==> config.mk <==
export PLATFORM = sky130hd
export DESIGN_NAME = protected_mem_requester_flat
export DESIGN_NICKNAME = d
export VERILOG_FILES = /design/src/rtl/protected_mem_requester_if.sv /design/src/rtl/protected_mem_requester.sv /design/src/flat_wrapper.sv
export SDC_FILE = /design/constraint.sdc
export NUM_CORES = 1
export LEC_CHECK = 0
export CAP_MARGIN = 20
export CORE_MARGIN = 1.5
export CORE_UTILIZATION = 40
export DETAILED_ROUTE_END_ITERATION = 10
export PLACE_DENSITY_LB_ADDON = 0.08
export SLEW_MARGIN = 20
export SYNTH_ARGS = -nofsm -noshare
export SYNTH_HDL_FRONTEND = slang
export SYNTH_SLANG_ARGS = --single-unit
==> constraint.sdc <==
create_clock -name clk -period 2.8 [get_ports clk]
set_clock_uncertainty 0.05 [all_clocks]
set_input_delay 0.56 -clock clk [delete_from_list [all_inputs] [get_ports clk]]
set_output_delay 0.56 -clock clk [all_outputs]
set_load 0.02 [all_outputs]
==> src/rtl/protected_mem_requester_if.sv <==
// Command, response and RAM-port signals of the protected key-store requester.
// The master modport is the requester's view; slave is the bus/RAM side.
interface protected_mem_requester_if;
   logic        cmd_valid;
   logic        cmd_ready;
   logic        cmd_write;
   logic [31:0] cmd_addr;
   logic [31:0] cmd_wdata;
   logic        rsp_valid;
   logic        rsp_ready;
   logic [31:0] rsp_rdata;
   logic        rsp_err;
   logic [31:0] mem_addr;
   logic        mem_write;
   logic [31:0] mem_write_data;
   logic [31:0] mem_data;

   modport master (
      input  cmd_valid, cmd_write, cmd_addr, cmd_wdata, rsp_ready, mem_data,
      output cmd_ready, rsp_valid, rsp_rdata, rsp_err, mem_addr, mem_write, mem_write_data
   );

   modport slave (
      output cmd_valid, cmd_write, cmd_addr, cmd_wdata, rsp_ready, mem_data,
      input  cmd_ready, rsp_valid, rsp_rdata, rsp_err, mem_addr, mem_write, mem_write_data
   );
endinterface

==> src/rtl/protected_mem_requester.sv <==
// Bus-side initiator for the word-addressed key-store RAM. Sequences one read or write at a
// time onto a registered-read RAM port, returns one response per command, and refuses any
// write aimed at the immutable hash-key word before it can reach the RAM.
// Optional feature macro: PMR_WRITE_VERIFY_EN -- read back each write and flag a mismatch.
module protected_mem_requester #(
   parameter int unsigned ADDR_W   = 5,
   parameter int unsigned PROT_IDX = 0,
   parameter int unsigned CNT_W    = 8
) (
   input  logic                     clk,
   input  logic                     reset,
   protected_mem_requester_if.master bus,
   output logic [CNT_W-1:0]         viol_cnt
);

`ifdef PMR_WRITE_VERIFY_EN
   typedef enum logic [2:0] {StIdle, StIssue, StWait, StVerify, StResp} state_e;
`else
   typedef enum logic [1:0] {StIdle, StIssue, StWait, StResp} state_e;
`endif

   state_e            state_q;
   logic              wr_q;
   logic [ADDR_W-1:0] idx;
   logic              misaligned;
   logic              out_of_range;
   logic              prot_hit;

   // Decode the incoming command; only meaningful while idle.
   always_comb begin
      idx          = bus.cmd_addr[ADDR_W+1:2];
      misaligned   = (bus.cmd_addr[1:0] != 2'b00);
      out_of_range = ((bus.cmd_addr >> (ADDR_W + 2)) != 32'd0);
      prot_hit     = bus.cmd_write && (idx == ADDR_W'(PROT_IDX));
   end

   // Command sequencer; every output is registered here.
   always_ff @(posedge clk) begin
      if (reset) begin
         state_q            <= StIdle;
         wr_q               <= 1'b0;
         bus.cmd_ready      <= 1'b1;
         bus.rsp_valid      <= 1'b0;
         bus.rsp_rdata      <= 32'd0;
         bus.rsp_err        <= 1'b0;
         bus.mem_addr       <= 32'd0;
         bus.mem_write      <= 1'b0;
         bus.mem_write_data <= 32'd0;
         viol_cnt           <= '0;
      end else begin
         unique case (state_q)
            StIdle: begin
               if (bus.cmd_valid) begin
                  bus.cmd_ready <= 1'b0;
                  wr_q          <= bus.cmd_write;
                  if (misaligned || out_of_range || prot_hit) begin
                     // Rejected commands never touch the RAM port.
                     bus.rsp_valid <= 1'b1;
                     bus.rsp_err   <= 1'b1;
                     bus.rsp_rdata <= 32'd0;
                     state_q       <= StResp;
                     if (!misaligned && !out_of_range && viol_cnt != {CNT_W{1'b1}}) begin
                        viol_cnt <= viol_cnt + 1'b1;
                     end
                  end else begin
                     bus.mem_addr       <= bus.cmd_addr;
                     bus.mem_write      <= bus.cmd_write;
                     bus.mem_write_data <= bus.cmd_wdata;
                     state_q            <= StIssue;
                  end
               end
            end
            StIssue: begin
               bus.mem_write <= 1'b0;
               state_q       <= StWait;
            end
            StWait: begin
               if (!wr_q) begin
                  bus.rsp_rdata <= bus.mem_data;
                  bus.rsp_err   <= 1'b0;
                  bus.rsp_valid <= 1'b1;
                  state_q       <= StResp;
               end else begin
`ifdef PMR_WRITE_VERIFY_EN
                  // mem_addr is still held, so the RAM is reading the freshly written word.
                  state_q <= StVerify;
`else
                  bus.rsp_rdata <= 32'd0;
                  bus.rsp_err   <= 1'b0;
                  bus.rsp_valid <= 1'b1;
                  state_q       <= StResp;
`endif
               end
            end
`ifdef PMR_WRITE_VERIFY_EN
            StVerify: begin
               if (bus.mem_data != bus.mem_write_data) begin
                  bus.rsp_err   <= 1'b1;
                  bus.rsp_rdata <= bus.mem_data;
               end else begin
                  bus.rsp_err   <= 1'b0;
                  bus.rsp_rdata <= 32'd0;
               end
               bus.rsp_valid <= 1'b1;
               state_q       <= StResp;
            end
`endif
            StResp: begin
               if (bus.rsp_ready) begin
                  bus.rsp_valid <= 1'b0;
                  bus.cmd_ready <= 1'b1;
                  state_q       <= StIdle;
               end
            end
            default: state_q <= StIdle;
         endcase
      end
   end

endmodule

==> src/flat_wrapper.sv <==
// flat-port wrapper written by rule: the top's interface ports become plain ports
module protected_mem_requester_flat 
#(
   parameter int unsigned ADDR_W   = 5,
   parameter int unsigned PROT_IDX = 0,
   parameter int unsigned CNT_W    = 8
)
  (clk, reset, viol_cnt, bus_cmd_valid, bus_cmd_write, bus_cmd_addr, bus_cmd_wdata, bus_rsp_ready, bus_mem_data, bus_cmd_ready, bus_rsp_valid, bus_rsp_rdata, bus_rsp_err, bus_mem_addr, bus_mem_write, bus_mem_write_data);
  protected_mem_requester_if bus_i ();
  input  logic clk;
  input  logic reset;
  output logic [CNT_W-1:0] viol_cnt;
  input wire logic [$bits(bus_i.cmd_valid)-1:0] bus_cmd_valid;
  input wire logic [$bits(bus_i.cmd_write)-1:0] bus_cmd_write;
  input wire logic [$bits(bus_i.cmd_addr)-1:0] bus_cmd_addr;
  input wire logic [$bits(bus_i.cmd_wdata)-1:0] bus_cmd_wdata;
  input wire logic [$bits(bus_i.rsp_ready)-1:0] bus_rsp_ready;
  input wire logic [$bits(bus_i.mem_data)-1:0] bus_mem_data;
  output wire logic [$bits(bus_i.cmd_ready)-1:0] bus_cmd_ready;
  output wire logic [$bits(bus_i.rsp_valid)-1:0] bus_rsp_valid;
  output wire logic [$bits(bus_i.rsp_rdata)-1:0] bus_rsp_rdata;
  output wire logic [$bits(bus_i.rsp_err)-1:0] bus_rsp_err;
  output wire logic [$bits(bus_i.mem_addr)-1:0] bus_mem_addr;
  output wire logic [$bits(bus_i.mem_write)-1:0] bus_mem_write;
  output wire logic [$bits(bus_i.mem_write_data)-1:0] bus_mem_write_data;
  assign bus_i.cmd_valid = bus_cmd_valid;
  assign bus_i.cmd_write = bus_cmd_write;
  assign bus_i.cmd_addr = bus_cmd_addr;
  assign bus_i.cmd_wdata = bus_cmd_wdata;
  assign bus_i.rsp_ready = bus_rsp_ready;
  assign bus_i.mem_data = bus_mem_data;
  assign bus_cmd_ready = bus_i.cmd_ready;
  assign bus_rsp_valid = bus_i.rsp_valid;
  assign bus_rsp_rdata = bus_i.rsp_rdata;
  assign bus_rsp_err = bus_i.rsp_err;
  assign bus_mem_addr = bus_i.mem_addr;
  assign bus_mem_write = bus_i.mem_write;
  assign bus_mem_write_data = bus_i.mem_write_data;
  protected_mem_requester #(.ADDR_W(ADDR_W), .PROT_IDX(PROT_IDX), .CNT_W(CNT_W)) u_core (.clk(clk), .reset(reset), .bus(bus_i), .viol_cnt(viol_cnt));
endmodule
Word-level counts from Yosys, hierarchy flattened. Index checks and enable logic that the tools add are counted.

Bits in registers: 111. Latch bits: 0. Bits in writable memories: 0. Memory bits (read-only): 0. Input port bits: 101. Output and inout port bits: 108. Memories kept: 0.

Add/subtract/negate cells: 1. Multiply operators: 0. Div/mod/pow operators: 0. Magnitude comparators: 0. Equal/unequal tests: 8. Shifts and indexed selects: 0. Multiplexer cells: 19. Bitwise operators: 1. Reduce and logical (&&, ||, !) cells: 23.

Operators with widths (count): 2-to-1 mux 32 bit (3); one-hot mux 32 bit (2 select lines) (1); nonzero test 32 bit (1); AND reduction 3 bit (4); adder 8 x 1 -> 8 bit (second input constant) (1); inequality test 8 bit (second input constant) (1); one-hot mux 2 bit (4 select lines) (1); AND reduction 4 bit (2); nonzero test 2 bit (4); 2-to-1 mux 1 bit (7); 2-to-1 mux 2 bit (3); inequality test 2 bit (second input constant) (3); one-hot mux 1 bit (2 select lines) (3); zero test 5 bit (1); equality test 2 bit (second input constant) (2); AND reduction 2 bit (2); logical AND 1 bit (3); one-hot mux 1 bit (3 select lines) (1); nonzero test 3 bit (1); equality test 2 x 1 -> 1 bit (second input constant) (1); zero test 1 bit (2); zero test 2 bit (1); logical OR 1 bit (2); inequality test 2 x 1 -> 1 bit (second input constant) (1); NOT 1 bit (1).

Longest topological paths before layout. Gate-level depths: netlist (run 1).

Depth after elaboration: 6. Gate-level depth with buffers: 9.

Worst setup path after synthesis (run 1). Ideal clock, no wire load.

Path kind: input -> register. Start point: input bus_cmd_addr[12]. End point: register u_core.viol_cnt[6]. Setup time: 71 ps. Arrival time: 2105 ps. Required time: 2679 ps. Path slack: 575 ps. Stages: 6. Buffers on the path: 1. Cell sequence: nor4_1 > nand4_1 > or3b_4 > buf_6 > or4_1 > a21oi_1.

Word-level cells in the longest chain between the ends: 5. Elaborated cells on any way between the ends: 7. Those cells by class: 7 x reduce/logical.

RTL lines: from (decl) (line flat_wrapper.sv:15) `input wire logic [$bits(bus_i.cmd_addr)-1:0] bus_cmd_addr;`; nonzero test 32 bit * (line protected_mem_requester.sv:33) `out_of_range = ((bus.cmd_addr >> (ADDR_W + 2)) != 32'd0);`; zero test 1 bit (line protected_mem_requester.sv:62) `if (!misaligned && !out_of_range && viol_cnt != {CNT_W{1'b1}}) begin`; logical AND 1 bit (2 in a row) (line protected_mem_requester.sv:62); AND reduction 4 bit (no source line) *; to (signal assigned) (line protected_mem_requester.sv:63) `viol_cnt <= viol_cnt + 1'b1;`; to (decl) (line protected_mem_requester.sv:13) `output logic [CNT_W-1:0] viol_cnt`.

Mark *: on every way between the ends. The rest lies on a longest branch, timed or not. A chain may end at the register's enable or synchronous reset.

Worst setup path in the final report (run 1).
Start point: input bus_cmd_addr[12]. End point: register u_core.bus.mem_write_data[9].

Word-level cells in the longest chain between the ends: 5.

RTL lines: nonzero test 32 bit (line protected_mem_requester.sv:33); logical OR 1 bit (2 in a row) (line protected_mem_requester.sv:56) `if (misaligned || out_of_range || prot_hit) begin`; NOT 1 bit (no source line); AND reduction 3 bit (no source line); to (signal assigned) (line protected_mem_requester.sv:68) `bus.mem_write_data <= bus.cmd_wdata;`; to (decl) (line protected_mem_requester_if.sv:20) `output cmd_ready, rsp_valid, rsp_rdata, rsp_err, mem_addr, mem_write, mem_write_data`.

No other way between the ends.

==> results of run 1 <==
## cell type report
cell class	count	area share (%)
inverter	4	0.2216
timing repair buffer	224	33.17
clock inverter	6	0.8310
multi-input combinational	283	28.44
tap	136	2.512
sequential	111	32.80
clock buffer	10	2.031
## sequential cells by signal, summed over array words and instances, names as in the netlist
| signal | flops |
|---|---|
| u_core.state_q | 2 |
| u_core.wr_q | 1 |
| u_core.bus.mem_write | 1 |
| u_core.bus.rsp_valid | 1 |
| u_core.bus.rsp_rdata | 32 |
| u_core.bus.mem_addr | 32 |
| u_core.bus.cmd_ready | 1 |
| u_core.viol_cnt | 8 |
| u_core.bus.rsp_err | 1 |
| u_core.bus.mem_write_data | 32 |
## cell usage after synthesis (all sizes together), types with 3 or more instances
library cell	number
buf	8
or4	6
nand2b	35
nand4	3
o31ai	6
ha	6
nand2	35
nand3	7
dfxtp	111
and2	27
nor4	6
a21oi	12
mux2i	69
nor2	44
clkbuf	17
nor2b	4
inv	4
nor3	4
nand3b	3
## kinds of logic (layout without fill, tap and decap cells)
kind of cell,after synthesis,after routing,synth area share (%)
muxes,71,71,16.79
adders and majority gates,6,6,1.767
DFF,111,111,52.31
and+or+nand+nor,181,181,22.39
buffers and inverters,29,244,3.063
AOI/OAI and AO/OA,25,25,3.682
## how the worst max path moves through the flow
stage                startpoint                       endpoint  slack, ns
2_1_floorplan  bus_cmd_addr[12]             u_core.viol_cnt[6]       0.57
3_3_place_gp   bus_cmd_addr[12]   u_core.bus.mem_write_data[9]       0.05
3_5_place_dp   bus_cmd_addr[10]   u_core.bus.mem_write_data[9]      0.005
4_1_cts        bus_cmd_addr[10]  u_core.bus.mem_write_data[21]       0.39
5_1_grt        bus_cmd_addr[12]   u_core.bus.mem_write_data[9]       0.22
6_report       bus_cmd_addr[12]   u_core.bus.mem_write_data[9]       0.41
## report_power, final
| part | switching, mW | internal (mW) |
|---|---|---|
| combinational | 0.496 | 0.546 |
| clock | 0.578 | 0.371 |
| sequential | 0.0530 | 1.67 |
## placed cells by master (no fill, tap or decap), drive strengths merged
cell type        n
a211oi           1
a21oi           12
a311oi           1
and2            27
and3             2
and4             1
buf             17
clkbuf          10
clkdlybuf4s50  207
clkinvlp         1
dfxtp          111
ha               6
inv              9
mux2             2
mux2i           69
nand2           35
nand2b          35
nand3            7
nand3b           3
nand4            3
nand4b           1
nor2            44
nor2b            4
nor3             4
nor4             6
nor4b            1
o21ai            2
o21bai           1
o221ai           1
o31ai            6
o41ai            1
or3              1
or3b             1
or4              6
## layer usage
metal,vias up,wire [µm],GRT usage (%)
li1,1843,-,-
met1,1640,4668,22.54
met2,146,5164,33.07
met3,14,976,6.376
met4,0,176,7.819
met5,-,0,0
## per-stage QoR
stage | util [%] | cell area [µm²] | setup WS [ns] | power [mW] | std cells
finish | 65.63 | 6775 | 0.4139 | 3.714 | 774
detailed placement | 63.75 | 6581 | 0.005414 | 2.814 | 758
floorplan | - | 4248 | 0.5746 | 2.327 | 423
CTS | 65.63 | 6775 | 0.3933 | 3.761 | 774
global placement | 63.75 | 6581 | 0.04876 | 2.791 | 758
global route | 65.63 | 6775 | 0.2201 | 3.892 | 774
==> flow_metrics.py, run 1 <==
metrics = {
    "status": {
        "status": "complete, no violations",
    },
    "global_route": {
        "antenna_found_initial": 0,
        "grtUsageTotal_pct": 19.44,
        "grt_pass1_wl_um": 17310,
        "grt_pass1_vias": 3624,
        "grt_overflow": 0,
        "grt_max_degree": 36,
    },
    "die": {
        "coreArea_um2": 10320,
        "fp.dieW_um": 106.1,
        "die_area_um2": 11250,
        "die_height_um": 106.1,
        "initial_core_util_pct": 41.15,
        "row_count": 37,
        "boundaryPins": 209,
    },
    "sta": {
        "hold_violations": 0,
        "fmax_mhz": 419.1,
        "holdWs_ns": 0.4210,
        "max_slew_margin_pct": 60.73,
        "final.min_clock_period_ns": 2.386,
        "period_share_pct": 85.22,
        "setup_viol": 0,
        "slew_viol_final": 0,
        "rsz0062_at_grt": "no",
        "setup_tns_ns": 0,
        "max_slew.worst_pin.slew_ns": 0.5891,
    },
    "setup_path": {
        "cp_top_family": "buffers and inverters",
        "critPathSlowestCell": "clkdlybuf4s50_1",
        "arrival_ns": 2.58,
        "crit_chain": "clkdlybuf4s50_1, nor4_1, nand4_1, buf_4, nor4b_4, buf_4, buf_12, mux2i_1, nor2_1",
        "start_kind": "primary input",
        "cp.depth": 9,
        "r2r_start": "u_core.state_q[1]",
        "cp_max_fo": 23,
        "worst-r2r-cell-count": 7,
        "reg2reg_slack_ns": 0.46,
        "critPathCaptureType": "register",
        "slowest_delay_ns": 0.41,
        "required_ns": 2.99,
        "cp.buffers_inverters": 4,
        "crit_type": "in2reg",
        "critical_path.most_common_cell": "buf_4",
        "reg2reg_to": "u_core.viol_cnt[4]",
    },
    "logic_synthesis": {
        "ys_warn_count": 0,
        "syn_area_um2": 4248,
        "syn_avg_cell_area_um2": 10.04,
        "ys_types": 34,
        "synth_area_leaders": "dfxtp_1 52%, mux2i_1 16%, nand2b_1 5.2%",
        "synthArstFlopShare_pct": 0,
        "synth_nets": 530,
        "synth-edff-count": 0,
        "ys.flop_type": "dfxtp_1",
        "synth_top_area_share_pct": 52.31,
        "syn_inst": 423,
        "synth_seq_cells": 111,
        "yosysSeqAreaShare_pct": 52.31,
        "yosys.area.top_type": "dfxtp_1",
    },
    "route": {
        "postRouteAntennaNets": 0,
        "vias": 3643,
        "wl_per_cell_um": 14.19,
        "via_per_inst": 4.707,
        "drcViolationCount": 0,
        "drt_first_pass_iters": 4,
        "drt_iter0_markers": 139,
        "wl_um": 10990,
    },
    "final_layout": {
        "nFillCells": 842,
        "synthToLayoutAreaGrowth_pct": 59.50,
        "layout-drive-gt1-share_pct": 6.113,
        "antennaDiodeCount": 0,
        "multi_input_area_um2": 1927,
        "final_nets": 740,
        "regArea_um2": 2222,
    },
    "hold_path": {
        "whs_path_depth": 1,
        "hp-start": "u_core.bus.mem_addr[12]",
        "holdPathEnd": "u_core.bus.mem_addr[12]",
        "min_path_type": "reg2reg",
    },
    "clocking": {
        "cts-buffers-inserted": 9,
        "clkSlewWorstSetupHoldPaths_ns": 0.10,
        "root_buffer": "clkbuf_8",
        "cts.path.max_buffers": 2,
        "cts_tree": "done",
        "ctsHoldBuffers": 0,
        "htreeDepth": 3,
        "cts_resized": 0,
        "clock_latency_ns": 0.37,
        "post-cts-setup-buffer-count": 0,
        "cts_sinks": 111,
    },
    "placement": {
        "port_buffers": 208,
        "place_congestion": 0.7356,
        "dp_hpwl_um": 8080,
    },
    "flow_run": {
        "maxCapViolCount": 0,
    },
    "pwr": {
        "vdd_drop_max_uv": 348.2,
        "powerDensity_nw_per_um2": 548.2,
        "leakage_nw": 2.417,
    },
}
Power figures use the tool's default switching activity.
==> run 2: changes to the inputs <==
- SLEW_MARGIN: 20 -> 10
==> results of run 2 <==
The final DEF is identical to that of run 1; final timing and power are the same.
